**src/rtl/lif_neuron_core.sv**
```systemverilog
// Leaky integrate-and-fire neuron that sits behind the synaptic weight RAM and emits AER spike requests.
// Build option: define SPIKE_COUNT_EN to include the saturating accepted-spike counter on spike_count.
module lif_neuron_core #(
  parameter logic [3:0] NEURON_ID     = 4'd5,
  parameter int         V_WIDTH       = 16,
  parameter int         THRESHOLD     = 1000,
  parameter int         LEAK_PERIOD   = 16,
  parameter int         LEAK_AMOUNT   = 1,
  parameter int         REFRAC_CYCLES = 8
) (
  input  logic                      clk,
  input  logic                      rst,
  input  logic                      ev_valid,
  input  logic signed [10:0]        weight_in,
  input  logic                      aer_ack,
  output logic                      aer_req,
  output logic [3:0]                aer_addr,
  output logic signed [V_WIDTH-1:0] v_mem,
  output logic                      busy,
  output logic [15:0]               spike_count
);

  localparam int LCW = (LEAK_PERIOD > 1) ? $clog2(LEAK_PERIOD) : 1;
  localparam int RCW = (REFRAC_CYCLES > 0) ? $clog2(REFRAC_CYCLES + 1) : 1;

  localparam logic signed [V_WIDTH-1:0] LEAK_V   = V_WIDTH'(LEAK_AMOUNT);
  localparam logic signed [V_WIDTH-1:0] THRESH_V = V_WIDTH'(THRESHOLD);
  localparam logic signed [V_WIDTH-1:0] V_MAX    = {1'b0, {(V_WIDTH-1){1'b1}}};
  localparam logic signed [V_WIDTH-1:0] V_MIN    = {1'b1, {(V_WIDTH-1){1'b0}}};

  typedef enum logic [1:0] {
    ST_INTEGRATE = 2'd0,
    ST_FIRE      = 2'd1,
    ST_REFRACT   = 2'd2
  } state_t;

  state_t                     state_q, state_d;
  logic signed [V_WIDTH-1:0]  v_q, v_d;
  logic                       req_q, req_d;
  logic [3:0]                 addr_q, addr_d;
  logic [RCW-1:0]             refrac_q, refrac_d;
  logic [LCW-1:0]             leak_cnt_q, leak_cnt_d;
  logic                       pend_q;

  logic                       leak_tick;
  logic signed [V_WIDTH-1:0]  v_leak;
  logic signed [V_WIDTH:0]    v_sum;
  logic signed [V_WIDTH-1:0]  v_sat;
  logic signed [V_WIDTH-1:0]  v_int;

  // Free-running leak timer; runs regardless of neuron state.
  always_comb begin
    leak_tick  = (leak_cnt_q == LCW'(LEAK_PERIOD - 1));
    leak_cnt_d = leak_tick ? '0 : leak_cnt_q + LCW'(1);
  end

  // Leak moves toward zero and stops there rather than crossing sign.
  always_comb begin
    v_leak = v_q;
    if (leak_tick) begin
      if (v_q > LEAK_V) begin
        v_leak = v_q - LEAK_V;
      end else if (v_q < -LEAK_V) begin
        v_leak = v_q + LEAK_V;
      end else begin
        v_leak = '0;
      end
    end
  end

  always_comb begin
    v_sum = $signed({v_leak[V_WIDTH-1], v_leak}) +
            $signed({{(V_WIDTH-10){weight_in[10]}}, weight_in});
    v_sat = v_sum[V_WIDTH-1:0];
    if (v_sum[V_WIDTH] != v_sum[V_WIDTH-1]) begin
      v_sat = v_sum[V_WIDTH] ? V_MIN : V_MAX;
    end
    v_int = pend_q ? v_sat : v_leak;
  end

  always_comb begin
    state_d  = state_q;
    v_d      = v_q;
    req_d    = req_q;
    addr_d   = addr_q;
    refrac_d = refrac_q;
    case (state_q)
      ST_INTEGRATE: begin
        if (v_int >= THRESH_V) begin
          v_d     = '0;
          req_d   = 1'b1;
          addr_d  = NEURON_ID;
          state_d = ST_FIRE;
        end else begin
          v_d = v_int;
        end
      end
      ST_FIRE: begin
        v_d = '0;
        if (aer_ack) begin
          req_d    = 1'b0;
          addr_d   = 4'd0;
          refrac_d = RCW'(REFRAC_CYCLES);
          state_d  = (REFRAC_CYCLES == 0) ? ST_INTEGRATE : ST_REFRACT;
        end
      end
      ST_REFRACT: begin
        v_d      = '0;
        refrac_d = refrac_q - RCW'(1);
        if (refrac_q <= RCW'(1)) begin
          state_d = ST_INTEGRATE;
        end
      end
      default: begin
        state_d = ST_INTEGRATE;
        v_d     = '0;
        req_d   = 1'b0;
        addr_d  = 4'd0;
      end
    endcase
  end

  always_ff @(posedge clk) begin
    if (rst) begin
      state_q    <= ST_INTEGRATE;
      v_q        <= '0;
      req_q      <= 1'b0;
      addr_q     <= 4'd0;
      refrac_q   <= '0;
      leak_cnt_q <= '0;
      pend_q     <= 1'b0;
    end else begin
      state_q    <= state_d;
      v_q        <= v_d;
      req_q      <= req_d;
      addr_q     <= addr_d;
      refrac_q   <= refrac_d;
      leak_cnt_q <= leak_cnt_d;
      pend_q     <= ev_valid;
    end
  end

  assign aer_req  = req_q;
  assign aer_addr = addr_q;
  assign v_mem    = v_q;
  assign busy     = (state_q != ST_INTEGRATE);

`ifdef SPIKE_COUNT_EN
  logic        hs_accept;
  logic [15:0] spike_cnt_q;

  assign hs_accept = (state_q == ST_FIRE) && aer_ack;

  always_ff @(posedge clk) begin
    if (rst) begin
      spike_cnt_q <= 16'd0;
    end else if (hs_accept && (spike_cnt_q != 16'hFFFF)) begin
      spike_cnt_q <= spike_cnt_q + 16'd1;
    end
  end

  assign spike_count = spike_cnt_q;
`else
  assign spike_count = 16'd0;
`endif

endmodule
```
**config.mk**
```make
export PLATFORM = sky130hd
export DESIGN_NAME = lif_neuron_core
export DESIGN_NICKNAME = d
export VERILOG_FILES = /design/src/rtl/lif_neuron_core.sv
export SDC_FILE = /design/constraint.sdc
export NUM_CORES = 1
export LEC_CHECK = 0
export ABC_AREA = 1
export CELL_PAD_IN_SITES_DETAIL_PLACEMENT = 0
export CELL_PAD_IN_SITES_GLOBAL_PLACEMENT = 2
export CORE_MARGIN = 1.5
export CORE_UTILIZATION = 29
export DETAILED_ROUTE_END_ITERATION = 10
export PLACE_DENSITY_LB_ADDON = 0.08
export RECOVER_POWER = 25
export SLEW_MARGIN = 20
export SYNTH_ARGS = -nofsm -noshare
export SYNTH_HDL_FRONTEND = slang
export SYNTH_SLANG_ARGS = --single-unit
```
**constraint.sdc**
```tcl
create_clock -name clk -period 5.21 [get_ports clk]
set_clock_uncertainty 0.05 [all_clocks]
set_input_delay 0.521 -clock clk [delete_from_list [all_inputs] [get_ports clk]]
set_output_delay 0.521 -clock clk [all_outputs]
set_load 0.005 [all_outputs]
```
==> results.json, run 1 <==
{
  "fmaxAchievable_ghz": 0.212,
  "post_synth_fa_ha_maj_area_fraction_pct": 9.17,
  "fin_hold_ws_ns": 0.406,
  "synth_xor_area_share_pct": 6.78,
  "die-area_mm2": 0.0122,
  "pin_count": 53,
  "path_clk_slew_ns": 0.08,
  "synth_top_family_by_area": "simple AND/OR/NAND/NOR gates",
  "vias": 3459,
  "drv_slew": 0,
  "peakVddDrop_v": 0.000107,
  "synth_area_mm2": 0.00336,
  "utilization_pct": 34.6,
  "preCtsSetupSlack_ns": 0.438,
  "hpwl_um": 9050,
  "place_inst": 736,
  "grt_pass1_wl_um": 17700,
  "drive_gt1_share_pct": 9.98,
  "power.sequential.fraction_pct": 30.1,
  "cpMaxStageDelayCell": "dfxtp_1",
  "ant_nets": 0,
  "grt_use_total_pct": 17.9,
  "drc": 0,
  "antenna_cells": 0,
  "leakagePower_nw": 2.01,
  "cpLargestDelayFamily": "simple AND/OR/NAND/NOR gates",
  "cp_num_buf_inv": 3,
  "rsz0062_at_grt": "false",
  "io_buffers": 34,
  "area_growth_pct": 17.1,
  "cts_num_sinks": 28,
  "nNetsFinal": 641,
  "synth.area.mux_share_pct": 0,
  "synth-seq-area-share_pct": 16.7,
  "critPathRequiredTime_ns": 5.37,
  "period_share_pct": 90.6,
  "clk_path_buf_depth": 2,
  "crit_path_start": "v_mem[1]",
  "fp.dieW_um": 111,
  "first_pass_iters": 4,
  "cap_violations": 0,
  "hold_class": "flip-flop to flip-flop",
  "ys_warn_count": 0,
  "cts_tree": "built",
  "instances_no_fill": 744,
  "cp_slowest_stage_delay_ns": 0.42,
  "gr-total-overflow": 0,
  "viasPerCell": 4.65,
  "gr-usage-met1_pct": 26.2,
  "async_reset_ff_share_pct": 0,
  "p_switching_mw": 0.304,
  "hp-start": "leak_cnt_q[0]",
  "r2r_start": "v_mem[1]",
  "setup_viol": 0,
  "wirelength_um": 10900,
  "crit_fanout": 14,
  "finalCriticalPeriod_ns": 4.72,
  "synth_compound_area_share_pct": 10.3,
  "status": "finished clean",
  "antenna_found_initial": 0,
  "synth_seq_cells": 28,
  "tightest_slew_ns": 0.698,
  "gp_congestion": 0.833,
  "gr-max-usage-layer": "met2",
  "swShare_pct": 37.7,
  "ys_types": 44,
  "hold_violations": 0,
  "fin_tns_setup_ns": 0,
  "clk_latency_ns": 0.27,
  "drt-initial-drc-count": 236,
  "final_area_mm2": 0.00393,
  "p_int_mw": 0.501,
  "htreeDepth": 1,
  "grt_util_met3_pct": 1.81,
  "max-slew-margin-rel_pct": 52.9,
  "synthSimpleGateAreaFrac_pct": 43.5,
  "layout_common_cells": "nand2_1, inv_1, nor2_1",
  "syn_inst": 563,
  "power.density_mw_per_mm2": 205,
  "comb_power_share_pct": 40.8,
  "cts_buffers": 3,
  "critPathKind": "flip-flop to flip-flop",
  "coreArea_mm2": 0.0114,
  "initial_core_util_pct": 29.5,
  "cp_common_cell": "nand2_1",
  "dpl_cell_area_mm2": 0.00379,
  "clock_power_share_pct": 29.1,
  "cts_hold_buffers": 0,
  "crit_path_end_kind": "flip-flop",
  "grt_use_met2_pct": 28.7,
  "die_y_um": 111,
  "startpoint_type": "flip-flop",
  "synth_ff_type": "dfxtp_1",
  "grt_max_degree": 18,
  "final_common_cell": "nand2_1",
  "synth_edf_count": 0,
  "root_buffer": "clkbuf_16",
  "num_rows": 39,
  "power_mw": 0.805,
  "post_drt_wl_per_cell_um": 14.6,
  "avgSynthCellArea_um2": 5.96,
  "arrival_ns": 4.88,
  "first_global_vias": 3357,
  "worst_slack_ns": 0.489
}
## area by class of cell
cell class | instances | area, um2
fill | 1305 | 7440
multi-input combinational | 455 | 2410
sequential | 28 | 562
timing repair buffer | 43 | 408
inverter | 71 | 269
tap | 143 | 179
clock buffer | 3 | 75.1
clock inverter | 1 | 30.0
## cell families after synthesis
group / Yosys count
other: 1
xor gates and xnor gates: 26
adders and majority gates: 24
buffers and inverters: 97
and+or+nand+nor: 325
DFF: 28
AOI/OAI and AO/OA: 62
## power groups by stage
| stage | combinational [mW] | sequential, mW | clock [mW] |
|---|---|---|---|
| 6_report | 0.329 | 0.242 | 0.234 |
| 5_1_grt | 0.372 | 0.245 | 0.253 |
| 4_1_cts | 0.325 | 0.242 | 0.242 |
| 3_5_place_dp | 0.323 | 0.247 | 0 |
| 3_3_place_gp | 0.328 | 0.247 | 0 |
| 2_1_floorplan | 0.237 | 0.243 | 0 |
## Yosys cell counts, types with 3 or more instances
master	n	area share [%]
dfxtp_1	28	17
nand3_1	51	7.6
o31ai_1	3	0.67
a21oi_1	31	4.6
or2_2	3	0.56
nand2_2	11	2.0
buf_4	20	4.5
inv_1	63	7.0
inv_2	6	0.67
nor3_1	8	1.2
nand4_1	4	0.75
ha_1	23	8.6
xor2_1	19	5.0
nand2_1	169	19
nor2_2	14	2.6
buf_2	3	0.45
o21ai_0	14	2.1
xnor2_1	7	1.8
o21ai_1	4	0.60
nor2_1	52	5.8
## sequential cells by signal, summed over array words and instances (netlist names)
register,cells
v_mem,16
leak_cnt_q,4
pend_q,1
aer_addr,1
state_q,2
refrac_q,4
## layer usage
layer / vias up / routed length, um
met4: 0 / 163
met5: - / 0
met2: 73 / 4750
li1: 1825 / -
met1: 1553 / 5570
met3: 8 / 367
## path summary, 6_finish.rpt
path	endpoint	slack, ns	cells after the start
setup / recovery	v_mem[15]	0.49	31
hold / removal	leak_cnt_q[0]	0.41	1
setup reg to reg	v_mem[15]	0.49	31
hold reg to reg	leak_cnt_q[0]	0.41	1
## repair_timing
action	in CTS	in global routing
gates resized for setup	0	1
buffers inserted	0	4
endpoints found under the setup margin	0	4
Note: power is estimated with default switching activity, not from simulation.
==> run 2: changes to the inputs <==
--- a/config.mk
+++ b/config.mk
@@ -8,7 +8,7 @@
 export ABC_AREA = 1
 export CELL_PAD_IN_SITES_DETAIL_PLACEMENT = 0
 export CELL_PAD_IN_SITES_GLOBAL_PLACEMENT = 2
-export CORE_MARGIN = 1.5
+export CORE_MARGIN = 2
 export CORE_UTILIZATION = 29
 export DETAILED_ROUTE_END_ITERATION = 10
 export PLACE_DENSITY_LB_ADDON = 0.08
==> run 2 against run 1 <==
  * Maximum frequency grew 0.99%
  * Total power is 1.7% lower
  * Clock power shrank 3%
  * Largest cell class unchanged
  * Non-clock buffer count fell by 6
  * Global-route usage shrank 0.47 points
  * Combinational power decreased by 2%
  * Sequential cell count unchanged
  * Final area fell by 1.1%
  * Sequential power barely moved
  * Highest routed layer unchanged
  * Routed wire length down 0.88%
  * Clock-buffer cell count unchanged
  * Setup slack improved by 0.046 ns
==> results.json, run 2 (same netlist as run 1, synthesis figures left out) <==
{
  "status": "finished clean",
  "power.density_mw_per_mm2": 204,
  "initial_core_util_pct": 29.5,
  "drt-initial-drc-count": 197,
  "cts_buffers": 3,
  "die_y_um": 112,
  "largest_reg_flops": 16,
  "cp_common_cell": "nand2_1",
  "pin_count": 53,
  "p_int_mw": 0.495,
  "crit_fanout": 16,
  "comb_power_share_pct": 40.5,
  "period_share_pct": 89.7,
  "io_buffers": 34,
  "grt_pass1_wl_um": 17400,
  "power.sequential.fraction_pct": 30.6,
  "multi_input_area_mm2": 0.00241,
  "die-area_mm2": 0.0125,
  "hold_class": "flip-flop to flip-flop",
  "layout_common_cells": "nand2_1, inv_1, nor2_1",
  "seq_area_um2": 562,
  "cpMaxStageDelayCell": "dfxtp_1",
  "cp_slowest_stage_delay_ns": 0.36,
  "grt_use_total_pct": 17.4,
  "antenna_cells": 0,
  "first_global_vias": 3268,
  "peakVddDrop_v": 0.000161,
  "power_mw": 0.792,
  "nNetsFinal": 635,
  "final_common_cell": "nand2_1",
  "clk_latency_ns": 0.26,
  "finalCriticalPeriod_ns": 4.68,
  "fmaxAchievable_ghz": 0.214,
  "cts_num_sinks": 28,
  "fillers": 1303,
  "drive_gt1_share_pct": 9.08,
  "hpwl_um": 9050,
  "num_rows": 39,
  "fp.dieW_um": 112,
  "swShare_pct": 37.4,
  "setup_viol": 0,
  "critPathRequiredTime_ns": 5.37,
  "grt_max_degree": 18,
  "ant_nets": 0,
  "p_switching_mw": 0.296,
  "viasPerCell": 4.69,
  "antenna_found_initial": 0,
  "clock_power_share_pct": 28.9,
  "cap_violations": 0,
  "first_pass_iters": 4,
  "wirelength_um": 10800,
  "critPathKind": "flip-flop to flip-flop",
  "root_buffer": "clkbuf_16",
  "startpoint_type": "flip-flop",
  "gp_congestion": 0.883,
  "crit_path_end_kind": "flip-flop",
  "hold_violations": 0,
  "leakagePower_nw": 1.99,
  "arrival_ns": 4.84,
  "fin_tns_setup_ns": 0,
  "post_drt_wl_per_cell_um": 14.6,
  "gr-total-overflow": 0,
  "cts_tree": "built",
  "post_cts_buffers": 0,
  "rsz0062_at_grt": "false",
  "drv_slew": 0,
  "drc": 0,
  "vias": 3460,
  "path_clk_slew_ns": 0.07,
  "tightest_slew_ns": 0.685,
  "max-slew-margin-rel_pct": 53.8,
  "coreArea_mm2": 0.0114,
  "clk_path_buf_depth": 2,
  "area_growth_pct": 15.7,
  "htreeDepth": 1
}
-- run 2: cell count changes in the layout (fill, tap and decap cells not counted), sizes merged --
cell	change
buf	-6
-- run 2: cell type report --
cell class | count | area share (%)
tap | 143 | 4.60
sequential | 28 | 14.5
clock inverter | 1 | 0.773
clock buffer | 3 | 1.93
multi-input combinational | 455 | 62.0
inverter | 71 | 6.92
timing repair buffer | 37 | 9.34
-- run 2: worst max-delay path: cells and delay by family (launching register included) --
kind	cells	cell delay [ns]
buffers and inverters	3	0.27
and+or+nand+nor	22	2.95
DFF	1	0.36
adders and majority gates	2	0.55
AOI/OAI and AO/OA	3	0.42
-- run 2: worst paths after layout --
kind	startpoint	to	slack (ns)	depth (start not counted)
max	v_mem[1]	v_mem[15]	0.53	30
min	leak_cnt_q[0]	leak_cnt_q[0]	0.41	1
max reg2reg	v_mem[1]	v_mem[15]	0.53	30
min reg2reg	leak_cnt_q[0]	leak_cnt_q[0]	0.41	1
-- run 2: power groups by stage --
stage	Sequential, mW	Clock, mW	Combinational (mW)
detailed placement	0.248	0	0.321
global placement	0.248	0	0.327
finish	0.242	0.228	0.321
global route	0.245	0.247	0.361
CTS	0.242	0.239	0.323
floorplan	0.243	0	0.237
-- run 2: through the flow --
stage / util, % / area [um2] / cells / setup WS (ns) / hold WS (ns)
CTS: 34.2 / 3880 / 738 / 0.449 / 0.422
finish: 34.2 / 3890 / 738 / 0.535 / 0.411
global route: 34.2 / 3890 / 738 / 0.0219 / 0.455
detailed placement: 33.2 / 3780 / 734 / 0.476 / 0.404
floorplan: - / 3420 / 580 / 1.48 / 0.368
global placement: 33.2 / 3780 / 734 / 0.391 / 0.384
-- run 2: layer usage --
metal / GRT usage (%) / vias to the layer above / share of wire (%) / wire length, um
met1: 25.7 / 1557 / 52 / 5550
met3: 1.80 / 4 / 3.4 / 366
met4: 1.23 / 0 / 0.30 / 32
li1: - / 1825 / - / -
met2: 28.8 / 74 / 45 / 4800
met5: 0 / - / 0 / 0
-- run 2: timing repair --
action	4_1_cts	5_1_grt
endpoints found under the setup margin	0	1
gates resized for setup	0	1
hold buffers	0	0
==> run 3: changes to the inputs <==
--- a/config.mk
+++ b/config.mk
@@ -10,6 +10,7 @@
 export CELL_PAD_IN_SITES_GLOBAL_PLACEMENT = 2
 export CORE_MARGIN = 2
 export CORE_UTILIZATION = 29
+export CTS_CLUSTER_SIZE = 28
 export DETAILED_ROUTE_END_ITERATION = 10
 export PLACE_DENSITY_LB_ADDON = 0.08
 export RECOVER_POWER = 25
==> results of run 3 <==
Final layout, timing and power as in run 2 (identical DEF).
